**src/rtl/div_man_div.sv**
```systemverilog
// Iterative restoring mantissa divider: one quotient bit per clock behind a
// start/valid handshake. Produces a normalized quotient mantissa, an
// under-flag for the exponent stage and a rounding request.
module div_man_div #(
  parameter int unsigned SIZE_DATA = 24
) (
  input  logic                 i_clk,
  input  logic                 i_rst,
  input  logic                 i_start,
  input  logic [SIZE_DATA-1:0] i_data_a,
  input  logic [SIZE_DATA-1:0] i_data_b,
  output logic                 o_ready,
  output logic                 o_valid,
  output logic [SIZE_DATA-1:0] o_data_div,
  output logic                 o_under_flag,
  output logic                 o_rounding,
  output logic                 o_div_zero
);

  localparam int unsigned QW = SIZE_DATA + 3;  // quotient: mantissa + G/R/S bits
  localparam int unsigned RW = SIZE_DATA + 1;  // remainder: one guard bit for the shift
  localparam int unsigned CW = $clog2(SIZE_DATA + 3);
  localparam logic [CW-1:0] CntInit = CW'(SIZE_DATA + 2);

  typedef enum logic [1:0] {StIdle, StCalc, StDone} state_e;

  state_e state_q, state_d;

  logic [SIZE_DATA-1:0] b_q;
  logic [QW-1:0]        q_q;
  logic [RW-1:0]        rem_q;
  logic [CW-1:0]        cnt_q;

  logic [SIZE_DATA-1:0] data_q;
  logic                 under_q, round_q, dz_q;

  logic                 accept;
  logic                 b_zero;
  logic                 last_iter;
  logic                 rem_ge;
  logic [RW-1:0]        rem_sub;
  logic [QW-1:0]        q_calc;
  logic [RW-1:0]        rem_calc;
  logic [SIZE_DATA-1:0] mant;
  logic                 g_bit, r_bit, s_bit, under;

  assign accept    = (state_q == StIdle) && i_start;
  assign b_zero    = (i_data_b == '0);
  assign last_iter = (cnt_q == '0);

  // One restoring-division step; the remainder stays below 2*b so the shift never overflows.
  always_comb begin
    rem_ge   = (rem_q >= {1'b0, b_q});
    rem_sub  = rem_q - {1'b0, b_q};
    q_calc   = {q_q[QW-2:0], rem_ge};
    rem_calc = rem_ge ? (rem_sub << 1) : (rem_q << 1);
  end

  // Normalize the final quotient and derive guard/round/sticky from the last step's values.
  always_comb begin
    if (q_calc[QW-1]) begin
      mant  = q_calc[QW-1:3];
      g_bit = q_calc[2];
      r_bit = q_calc[1];
      s_bit = q_calc[0] | (|rem_calc);
      under = 1'b0;
    end else begin
      mant  = q_calc[QW-2:2];
      g_bit = q_calc[1];
      r_bit = q_calc[0];
      s_bit = |rem_calc;
      under = 1'b1;
    end
  end

  // State register.
  always_ff @(posedge i_clk) begin
    if (i_rst) begin
      state_q <= StIdle;
    end else begin
      state_q <= state_d;
    end
  end

  // Next-state logic.
  always_comb begin
    state_d = state_q;
    unique case (state_q)
      StIdle: begin
        if (i_start) state_d = b_zero ? StDone : StCalc;
      end
      StCalc: begin
        if (last_iter) state_d = StDone;
      end
      StDone: state_d = StIdle;
      default: state_d = StIdle;
    endcase
  end

  // Handshake outputs decoded from state.
  always_comb begin
    o_ready = (state_q == StIdle);
    o_valid = (state_q == StDone);
  end

  // Operand latch, iteration datapath and registered result.
  always_ff @(posedge i_clk) begin
    if (i_rst) begin
      b_q     <= '0;
      q_q     <= '0;
      rem_q   <= '0;
      cnt_q   <= '0;
      data_q  <= '0;
      under_q <= 1'b0;
      round_q <= 1'b0;
      dz_q    <= 1'b0;
    end else if (accept) begin
      b_q     <= i_data_b;
      q_q     <= '0;
      rem_q   <= {1'b0, i_data_a};
      cnt_q   <= CntInit;
      data_q  <= b_zero ? '1 : '0;
      under_q <= 1'b0;
      round_q <= 1'b0;
      dz_q    <= b_zero;
    end else if (state_q == StCalc) begin
      q_q   <= q_calc;
      rem_q <= rem_calc;
      if (!last_iter) begin
        cnt_q <= cnt_q - 1'b1;
      end else begin
        data_q  <= mant;
        under_q <= under;
        round_q <= (g_bit & r_bit) | (r_bit & s_bit);
      end
    end
  end

  assign o_data_div   = data_q;
  assign o_under_flag = under_q;
  assign o_rounding   = round_q;
  assign o_div_zero   = dz_q;

endmodule

```
**config.mk**
```make
export PLATFORM = sky130hd
export DESIGN_NAME = div_man_div
export DESIGN_NICKNAME = d
export VERILOG_FILES = /design/src/rtl/div_man_div.sv
export SDC_FILE = /design/constraint.sdc
export NUM_CORES = 1
export LEC_CHECK = 0
export CORE_MARGIN = 2
export CORE_UTILIZATION = 35
export CTS_CLUSTER_DIAMETER = 100
export DETAILED_ROUTE_END_ITERATION = 8
export PLACE_DENSITY = 0.55
export SYNTH_ARGS = -nofsm -noshare
export SYNTH_HDL_FRONTEND = slang
export SYNTH_SLANG_ARGS = --single-unit
export TNS_END_PERCENT = 30
```
**constraint.sdc**
```tcl
create_clock -name i_clk -period 2.7 [get_ports i_clk]
set_clock_uncertainty 0.2 [all_clocks]
set_input_delay 0.27 -clock i_clk [delete_from_list [all_inputs] [get_ports i_clk]]
set_output_delay 0.27 -clock i_clk [all_outputs]
set_load 0.01 [all_outputs]
```
==> results of run 1 <==
-- per-stage QoR --
stage | worst slack (ns) | utilization (%) | total power, µW | hold WS, ns | cells
final | -0.240 | 50.3 | 7050 | 0.257 | 1185
after global routing | -0.410 | 50.3 | 7500 | 0.279 | 1185
after CTS | -0.293 | 48.9 | 6780 | 0.260 | 1184
after detailed placement | -0.347 | 46.3 | 5270 | 0.250 | 1165
after global placement | -0.309 | 46.3 | 5280 | 0.243 | 1165
after floorplan | -0.128 | - | 3850 | 0.198 | 792
-- worst reg2reg max path, stage by stage (launching register included) --
cell and delay (ns):
dfxtp_2 0.33, inv_1 0.06, ha_4 0.23, and3_4 0.18
and2_4 0.16, a211oi_4 0.36, buf_6 0.19, o2111ai_4 0.14
a31oi_2 0.23, xnor2_1 0.09, mux2_4 0.27, nor4_2 0.27
a31oi_1 0.11
-- area by class of cell --
class / instances / area share [%]
Multi-Input combinational cell: 603 / 46.3
Timing Repair Buffer: 204 / 20.5
Tap cell: 225 / 3.27
Sequential cell: 109 / 25.5
Clock buffer: 10 / 2.66
Clock inverter: 6 / 0.538
Inverter: 28 / 1.22
-- cell usage after synthesis, drive strengths merged, types with 5 or more instances --
library cell,count
nor4,13
nand3,13
a21oi,130
nor2,52
nand2,176
nor3,9
ha,26
o211ai,17
a211oi,9
dfxtp,109
buf,12
a22oi,11
o21ai,20
clkbuf,40
a21o,6
xnor2,16
inv,28
mux2i,25
a31oi,6
xor2,10
nand4,5
a221oi,12
-- cells by family (layout without fill, tap and decap cells) --
group | count (synthesis) | count (layout) | share of synthesized area (%)
AOI/OAI and AO/OA | 227 | 227 | 23.0
xor gates and xnor gates | 26 | 26 | 3.75
adders and majority gates | 27 | 27 | 5.69
buffers and inverters | 80 | 248 | 5.26
DFF | 109 | 109 | 36.0
muxes | 29 | 29 | 5.05
and+or+nand+nor | 294 | 294 | 21.3
-- path summary, 6_finish.rpt --
kind         startpoint         end  slack [ns]  depth (start not counted)
max              b_q[8]  o_rounding       -0.24                         12
min              b_q[4]      b_q[4]        0.26                          2
max reg2reg      b_q[8]  o_rounding       -0.24                         12
min reg2reg      b_q[4]      b_q[4]        0.26                          2
-- routing by layer --
metal  up-vias  share of wire (%)
met5         -                  0
met4         0                2.2
met3        27                5.0
met2       129                 43
met1      2746                 50
li1       3100                  -
-- cell usage in the layout, fill, tap and decap left out, drive strengths merged, types with 10 or more instances in the layout --
cell	instances
a21oi	130
a221oi	12
a22oi	11
buf	126
clkbuf	10
clkdlybuf4s50	78
dfxtp	109
ha	26
inv	30
mux2i	25
nand2	176
nand3	13
nor2	52
nor4	13
o211ai	17
o21ai	20
xnor2	16
xor2	10
-- repair_timing --
item	in CTS	in global routing
cloned	0	0
hold buffers	0	0
buffers inserted	4	1
pin swaps	21	20
setup endpoints to repair	23	25
resized for setup	34	46
-- registers in the layout (all words and copies together), names as in the netlist --
register,count
q_q,26
rem_q,25
b_q,24
o_data_div,24
cnt_q,5
state_q,2
o_div_zero,1
o_rounding,1
o_under_flag,1
-- power by group --
part	leakage, µW	switching, µW	internal (µW)
Sequential	0.000891	83.9	1730
Combinational	0.00214	2000	1960
Clock	0.000135	646	636
Total	0.00316	2730	4320
==> impl_metrics.csv, run 1 <==
group,metric,value,unit
cells_and_area,antenna_cells,0,
route,wirelength,18.2,mm
sta,worst_pin_slew,0.911,ns
global_route,grt_pass1_wl,29.2,mm
synthesis,synth-main-ff-cell,"dfxtp_1",
synthesis,syn_inst,792,
sta,setup_viol,16,
job,cap_violations,0,
power,p_leak,0.00316,µW
critical_path,critPathBufInv,2,
die,ioPinCount,80,
die,core_area,17100,µm²
sta,fin_tns_setup,-1.21,ns
synthesis,synth-seq-cells,109,
placed_design,portBuffers,79,
sta,final_hold_viol_count,0,
synthesis,synth_nets,870,
power,ir_worst_vdd,0.000350,V
critical_path,crit_type,"reg -> reg",
critical_path,path_delay_family,"compound AO/OA/AOI/OAI gates",
placed_design,dpl.hpwl,13.2,mm
cts,cts_sinks,109,
cells_and_area,design_area,8600,µm²
cts,clk-insertion-delay-late,0.36,ns
synthesis,ys_types,60,
critical_path,critPathCaptureType,"register",
critical_path,worstSetupStartpointType,"register",
synthesis,synth_top_area_share,36.0,%
cts,cts_buffers,9,
placed_design,placed_cell_area,7920,µm²
route,wire_per_inst,15.4,µm
route,drtAntennaViolNets,0,
global_route,top_usage_layer,"met1",
cells_and_area,n_fill_cell,1693,
sta,layout_setup_ws,-0.240,ns
synthesis,avgSynthCellArea,7.66,µm²
die,die_h,136,µm
route,drt-vias-per-instance,5.06,
cells_and_area,syn_to_final_growth,41.7,%
global_route,antenna_found_initial,0,
cells_and_area,final_nets,1033,
sta,slew_headroom,39.3,%
run_status,status,"complete, but fails checks",
sta,slew_viol_final,0,
cells_and_area,ff_latch_area,2190,µm²
route,drcViolationCount,0,
die,start_util,35.5,%
worst_hold_path,hold_path_class,"reg -> reg",
route,via_count,6002,
cells_and_area,multi_input_area,3990,µm²
cts,cts_tree,"built",
route,dr.pass1.iters,4,
global_route,overflow,0,
die,dieArea,18400,µm²
sta,fmax,340,MHz
critical_path,worstPathMaxFanout,5,
run_status,violations,"setup timing",
global_route,grt_max_degree,79,
synthesis,yosysTopAreaCell,"dfxtp_1",
critical_path,slowest_delay,0.36,ns
global_route,grt_pass1_vias,5688,
sta,min_period,2.94,ns
global_route,global_route.usage.met1,29.5,%
synthesis,synth-edff-count,0,
cells_and_area,drive_gt1_share,23.5,%
sta,rsz0062_at_grt,"true",
cts,cts.clk_slew.worst_paths,0.08,ns
synthesis,syn_area,6070,µm²
critical_path,worst_path_max_delay_cell,"a211oi_4",
synthesis,ys_warn_count,0,
route,drtIter0Drc,311,
critical_path,crit_arrival,2.97,ns
critical_path,crit_required,2.73,ns
die,rows,48,
power,power_density,820,nW/µm²
die,die_w,136,µm
placed_design,gp_congestion,0.908,
synthesis,synthArstFlopShare,0,%
cts,cts_buffer_depth,2,
global_route,grt_usage,20.1,%
synthesis,ys_seq_area_share,36.0,%
global_route,gr-usage-met2,29.3,%
global_route,grt_util_met3,3.25,%
critical_path,worstPathCellList,"inv_1 > ha_4 > and3_4 > and2_4 > a211oi_4 > buf_6 > o2111ai_4 > a31oi_2 > xnor2_1 > mux2_4 > nor4_2 > a31oi_1",
cts,clockRootBuffer,"clkbuf_16",
sta,post-route-period-util,109,%
cts,htree_levels,3,
synthesis,synthTopCellsByArea,"dfxtp_1, nand2_1, a21oi_1",
(Power assumes the default switching activity.)
==> run 2: changes to the inputs <==
- CORE_UTILIZATION: 35 -> 50
- PLACE_DENSITY: 0.55 -> 0.74
==> impl_metrics.csv, run 2 (synthesis gave the netlist of run 1 again) <==
group,metric,value,unit
job,cap_violations,0,
route,drtAntennaViolNets,0,
sta,holdWs,0.183,ns
cts,clk-insertion-delay-late,0.36,ns
cts,cts_buffer_depth,2,
sta,slew_viol_final,0,
die,start_util,51.0,%
cells_and_area,syn_to_final_growth,42.3,%
route,drtIter0Drc,651,
cells_and_area,antenna_cells,0,
power,ir_worst_vdd,0.000634,V
global_route,overflow,0,
route,drt-vias-per-instance,5.93,
run_status,status,"complete, but fails checks",
die,core_area,11900,µm²
global_route,global_route.usage.met1,44.4,%
route,wirelength,20.7,mm
sta,layout_setup_ws,-0.435,ns
cells_and_area,layout_common_cells,"nand2_1, a21oi_1, buf_4",
global_route,grt_usage,31.0,%
sta,worst_pin_slew,1.11,ns
global_route,gr-usage-met2,45.8,%
critical_path,critPathCaptureType,"register",
worst_hold_path,hold_path_class,"in -> reg",
power,p_leak,0.00318,µW
cells_and_area,drive_gt1_share,24.2,%
sta,fmax,319,MHz
cells_and_area,largest_register_ffs,26,
die,die_h,114,µm
placed_design,dpl.hpwl,14.5,mm
route,drcViolationCount,0,
global_route,grt_util_met3,6.25,%
placed_design,portBuffers,79,
critical_path,worst_path_max_delay_cell,"dfxtp_1",
global_route,grt_pass1_wl,31.7,mm
run_status,violations,"setup timing",
cts,clockRootBuffer,"clkbuf_16",
cells_and_area,largestRegisters,"q_q x26, rem_q x25",
cts,cts_sinks,109,
cts,cts.clk_slew.worst_paths,0.08,ns
cts,cts_buffers,9,
global_route,top_usage_layer,"met2",
sta,final_hold_viol_count,0,
cells_and_area,top_register,"q_q",
die,rows,40,
critical_path,critPathBufInv,3,
cts,htree_levels,3,
cts,cts_tree,"built",
critical_path,worstSetupStartpointType,"register",
critical_path,crit_arrival,3.17,ns
route,wire_per_inst,18.8,µm
global_route,antenna_found_initial,0,
die,dieArea,13000,µm²
die,ioPinCount,80,
route,via_count,6527,
sta,min_period,3.13,ns
route,dr.pass1.iters,5,
global_route,grt_max_degree,51,
cells_and_area,final_nets,1026,
critical_path,worstPathCellList,"ha_4 > nor2b_4 > nor3_4 > o31ai_4 > a211oi_4 > buf_4 > o311ai_4 > o21a_1 > buf_12 > buf_12 > nor4_4 > a41oi_2 > nor4_4 > a31oi_1",
power,power.total,7670,µW
critical_path,path_delay_family,"compound AO/OA/AOI/OAI gates",
critical_path,crit_required,2.74,ns
die,die_w,114,µm
cts,ctsHoldBuffers,0,
sta,rsz0062_at_grt,"true",
placed_design,gp_congestion,1.01,
power,power_density,888,nW/µm²
critical_path,crit_type,"reg -> reg",
critical_path,worstPathMaxFanout,9,
critical_path,slowest_delay,0.40,ns
cells_and_area,final_common_cell,"nand2_1",
sta,post-route-period-util,116,%
global_route,grt_pass1_vias,6138,
sta,setup_viol,25,
sta,slew_headroom,25.8,%
==> run 2: area by class of cell <==
cell class | count | area (µm²)
inverter | 28 | 105
tap | 147 | 184
clock inverter | 7 | 100
fill | 900 | 3270
sequential | 109 | 2190
timing repair buffer | 197 | 1760
multi-input combinational | 603 | 4080
clock buffer | 9 | 225
==> run 2: where the power goes <==
part	leakage [µW]	internal [µW]	switching, µW
registers	0.000890	1720	85.9
logic	0.00213	2100	2300
clock network	0.000158	752	699
==> run 2: layer usage <==
metal | share of wire (%) | vias to the layer above
met5 | 0 | -
met4 | 2.7 | 0
met3 | 6.8 | 50
met2 | 45 | 265
met1 | 45 | 3127
li1 | - | 3085
==> run 2: worst paths after layout <==
| path | slack [ns] | cells past startpoint | startpoint | to |
|---|---|---|---|---|
| min | 0.18 | 2 | i_rst | o_data_div[1] |
| min reg2reg | 0.26 | 2 | b_q[7] | b_q[7] |
| max | -0.43 | 14 | rem_q[1] | o_rounding |
| max reg2reg | -0.43 | 14 | rem_q[1] | o_rounding |
==> run 2: what timing repair did <==
action                                 4_1_cts  5_1_grt
endpoints found under the hold margin        0        0
gates cloned                                 0        1
resized for setup                           38       60
setup buffers                                7        3
setup endpoints to repair                   25       26
pin swaps                                   23       21
==> run 2: through the flow <==
| stage | util, % | cells | instance area (µm²) | setup TNS, ns | setup slack, ns |
|---|---|---|---|---|---|
| 6_report | 72.5 | 1100 | 8640 | -5.09 | -0.435 |
| 5_1_grt | 72.5 | 1100 | 8640 | -8.51 | -0.589 |
| 4_1_cts | 69.6 | 1096 | 8290 | -4.12 | -0.320 |
| 3_5_place_dp | 64.8 | 1073 | 7720 | -6.50 | -0.459 |
| 3_3_place_gp | 64.8 | 1073 | 7720 | -5.21 | -0.391 |
| 2_1_floorplan | - | 792 | 6130 | -0.128 | -0.128 |
==> run 3: changes to the inputs <==
- SETUP_SLACK_MARGIN: unset -> 0.2
==> impl_metrics.csv, run 3 (synthesis gave the netlist of run 1 again) <==
group,metric,value,unit
cts,cts_tree,"built",
cts,ctsHoldBuffers,0,
critical_path,r2r_slack,-0.28,ns
critical_path,worstSetupStartpointType,"register",
cts,cts_buffer_depth,2,
route,wirelength,20.5,mm
route,drtIter0Drc,616,
route,drtAntennaViolNets,0,
die,die_w,114,µm
cells_and_area,stdcell_count,1094,
placed_design,place_inst,1075,
worst_hold_path,hold_path_startpoint,"b_q[20]",
job,cap_violations,0,
cts,htree_levels,3,
cells_and_area,final_nets,1020,
cells_and_area,drive_gt1_share,24.3,%
critical_path,path_delay_family,"compound AO/OA/AOI/OAI gates",
cells_and_area,design_area,8580,µm²
critical_path,slowest_delay,0.35,ns
placed_design,dpl.hpwl,14.5,mm
cells_and_area,antenna_cells,0,
die,start_util,51.0,%
critical_path,r2r_start,"b_q[1]",
critical_path,worstPathCellList,"inv_2 > ha_4 > nor2b_4 > nor3_4 > o31ai_4 > a211oi_4 > o311ai_4 > o21a_1 > buf_12 > buf_12 > nor4_4 > a41oi_2 > nor4_2 > a31oi_1",
placed_design,placed_cell_area,7730,µm²
global_route,grt_usage,32.1,%
die,rows,40,
critical_path,crit_arrival,3.02,ns
power,p_sw_share,40.7,%
global_route,grt_pass1_wl,32.6,mm
critical_path,worstPathMaxFanout,10,
critical_path,path_common_cell,"buf_12",
sta,layout_setup_ws,-0.279,ns
run_status,violations,"setup timing",
power,pwr-share-comb,57.2,%
critical_path,crit_type,"reg -> reg",
critical_path,critPathBufInv,3,
global_route,overflow,0,
cts,cts.clk_slew.worst_paths,0.08,ns
cts,clk-insertion-delay-late,0.37,ns
route,drt-vias-per-instance,5.85,
power,p_sw,3050,µW
cells_and_area,final_common_cell,"nand2_1",
critical_path,crit_required,2.74,ns
power,power_density,875,nW/µm²
power,p_int,4460,µW
critical_path,worst_path_max_delay_cell,"dfxtp_2",
power,ir_worst_vdd,0.000508,V
critical_path,crit_start,"b_q[1]",
run_status,status,"complete, but fails checks",
sta,slew_viol_final,0,
sta,worst_pin_slew,1.42,ns
cells_and_area,largest_register_ffs,26,
sta,rsz0062_at_grt,"true",
worst_hold_path,hold_path_class,"reg -> reg",
route,drcViolationCount,0,
die,die_h,114,µm
cells_and_area,top_register,"q_q",
global_route,antenna_found_initial,0,
placed_design,gp_congestion,0.930,
route,wire_per_inst,18.8,µm
sta,final_hold_viol_count,0,
route,dr.pass1.iters,5,
sta,min_period,2.98,ns
global_route,grt_max_degree,79,
die,dieArea,13000,µm²
global_route,grt_pass1_vias,6314,
sta,post-route-period-util,110,%
die,core_area,11900,µm²
route,via_count,6399,
power,p_leak,0.00312,µW
critical_path,critPathCaptureType,"register",
cells_and_area,largestRegisters,"q_q x26, rem_q x25",
cells_and_area,syn_to_final_growth,41.4,%
placed_design,pre_cts_ws,-0.492,ns
placed_design,portBuffers,79,
cells_and_area,layout_common_cells,"nand2_1, a21oi_1, buf_4",
power,p_seq_share,24.1,%
sta,fmax,336,MHz
cts,clockRootBuffer,"clkbuf_16",
cts,cts_buffers,9,
power,clkPwrFrac,18.7,%
die,ioPinCount,80,
sta,setup_viol,24,
cts,cts_sinks,109,
sta,slew_headroom,4.98,%
==> run 3: cell count changes in the layout (fill, tap and decap cells not counted), sizes merged <==
cell / previous run / this run
bufinv: 1 / 0
bufbuf: 0 / 1
clkinv: 3 / 2
inv: 31 / 33
buf: 118 / 112
clkbuf: 10 / 9
==> run 3: final timing paths <==
| kind | end | depth (start not counted) |
|---|---|---|
| setup / recovery | o_rounding | 14 |
| hold / removal | b_q[20] | 2 |
| setup reg to reg | o_rounding | 14 |
| hold reg to reg | b_q[20] | 2 |
==> run 3: area by class of cell <==
| class | count | area (µm²) |
|---|---|---|
| Inverter | 28 | 105 |
| Sequential cell | 109 | 2190 |
| Multi-Input combinational cell | 603 | 4110 |
| Tap cell | 147 | 184 |
| Fill cell | 937 | 3330 |
| Clock inverter | 7 | 81.3 |
| Timing Repair Buffer | 191 | 1700 |
| Clock buffer | 9 | 225 |
==> run 3: power groups by stage <==
stage	logic (µW)	clock network (µW)	registers, µW
after floorplan	2010	0	1840
after global placement	3380	0	1830
after detailed placement	3410	0	1840
after CTS	3990	1410	1800
after global routing	4570	1470	1820
final	4290	1400	1810
==> run 3: metal layers <==
metal / vias to the layer above / GRT usage, % / share of wire [%]
met4: 0 / 12.1 / 2.4
met2: 225 / 50.2 / 46
li1: 3073 / - / -
met1: 3065 / 44.5 / 46
met3: 36 / 5.45 / 6.3
met5: - / 0 / 0
==> run 3: worst min-delay path, stage by stage (launching register included) <==
cell     delay (ns)
dfxtp_1        0.32
nand2_1        0.05
a21oi_1        0.05
==> run 3: what timing repair did <==
item / 4_1_cts / 5_1_grt
endpoints found under the setup margin: 26 / 26
hold endpoints to repair: 0 / 0
cloned: 1 / 0
gates resized for setup: 59 / 41
setup buffers: 2 / 0
pin swaps: 21 / 10
==> run 3: stage by stage <==
step | utilization (%) | total power [µW] | TNS, ns | hold slack [ns]
6_report | 72.1 | 7510 | -2.80 | 0.264
5_1_grt | 72.1 | 7860 | -5.59 | 0.276
4_1_cts | 70.3 | 7200 | -3.01 | 0.262
3_5_place_dp | 64.9 | 5250 | -4.96 | 0.251
3_3_place_gp | 64.9 | 5210 | -3.83 | 0.243
2_1_floorplan | - | 3850 | -0.128 | 0.198
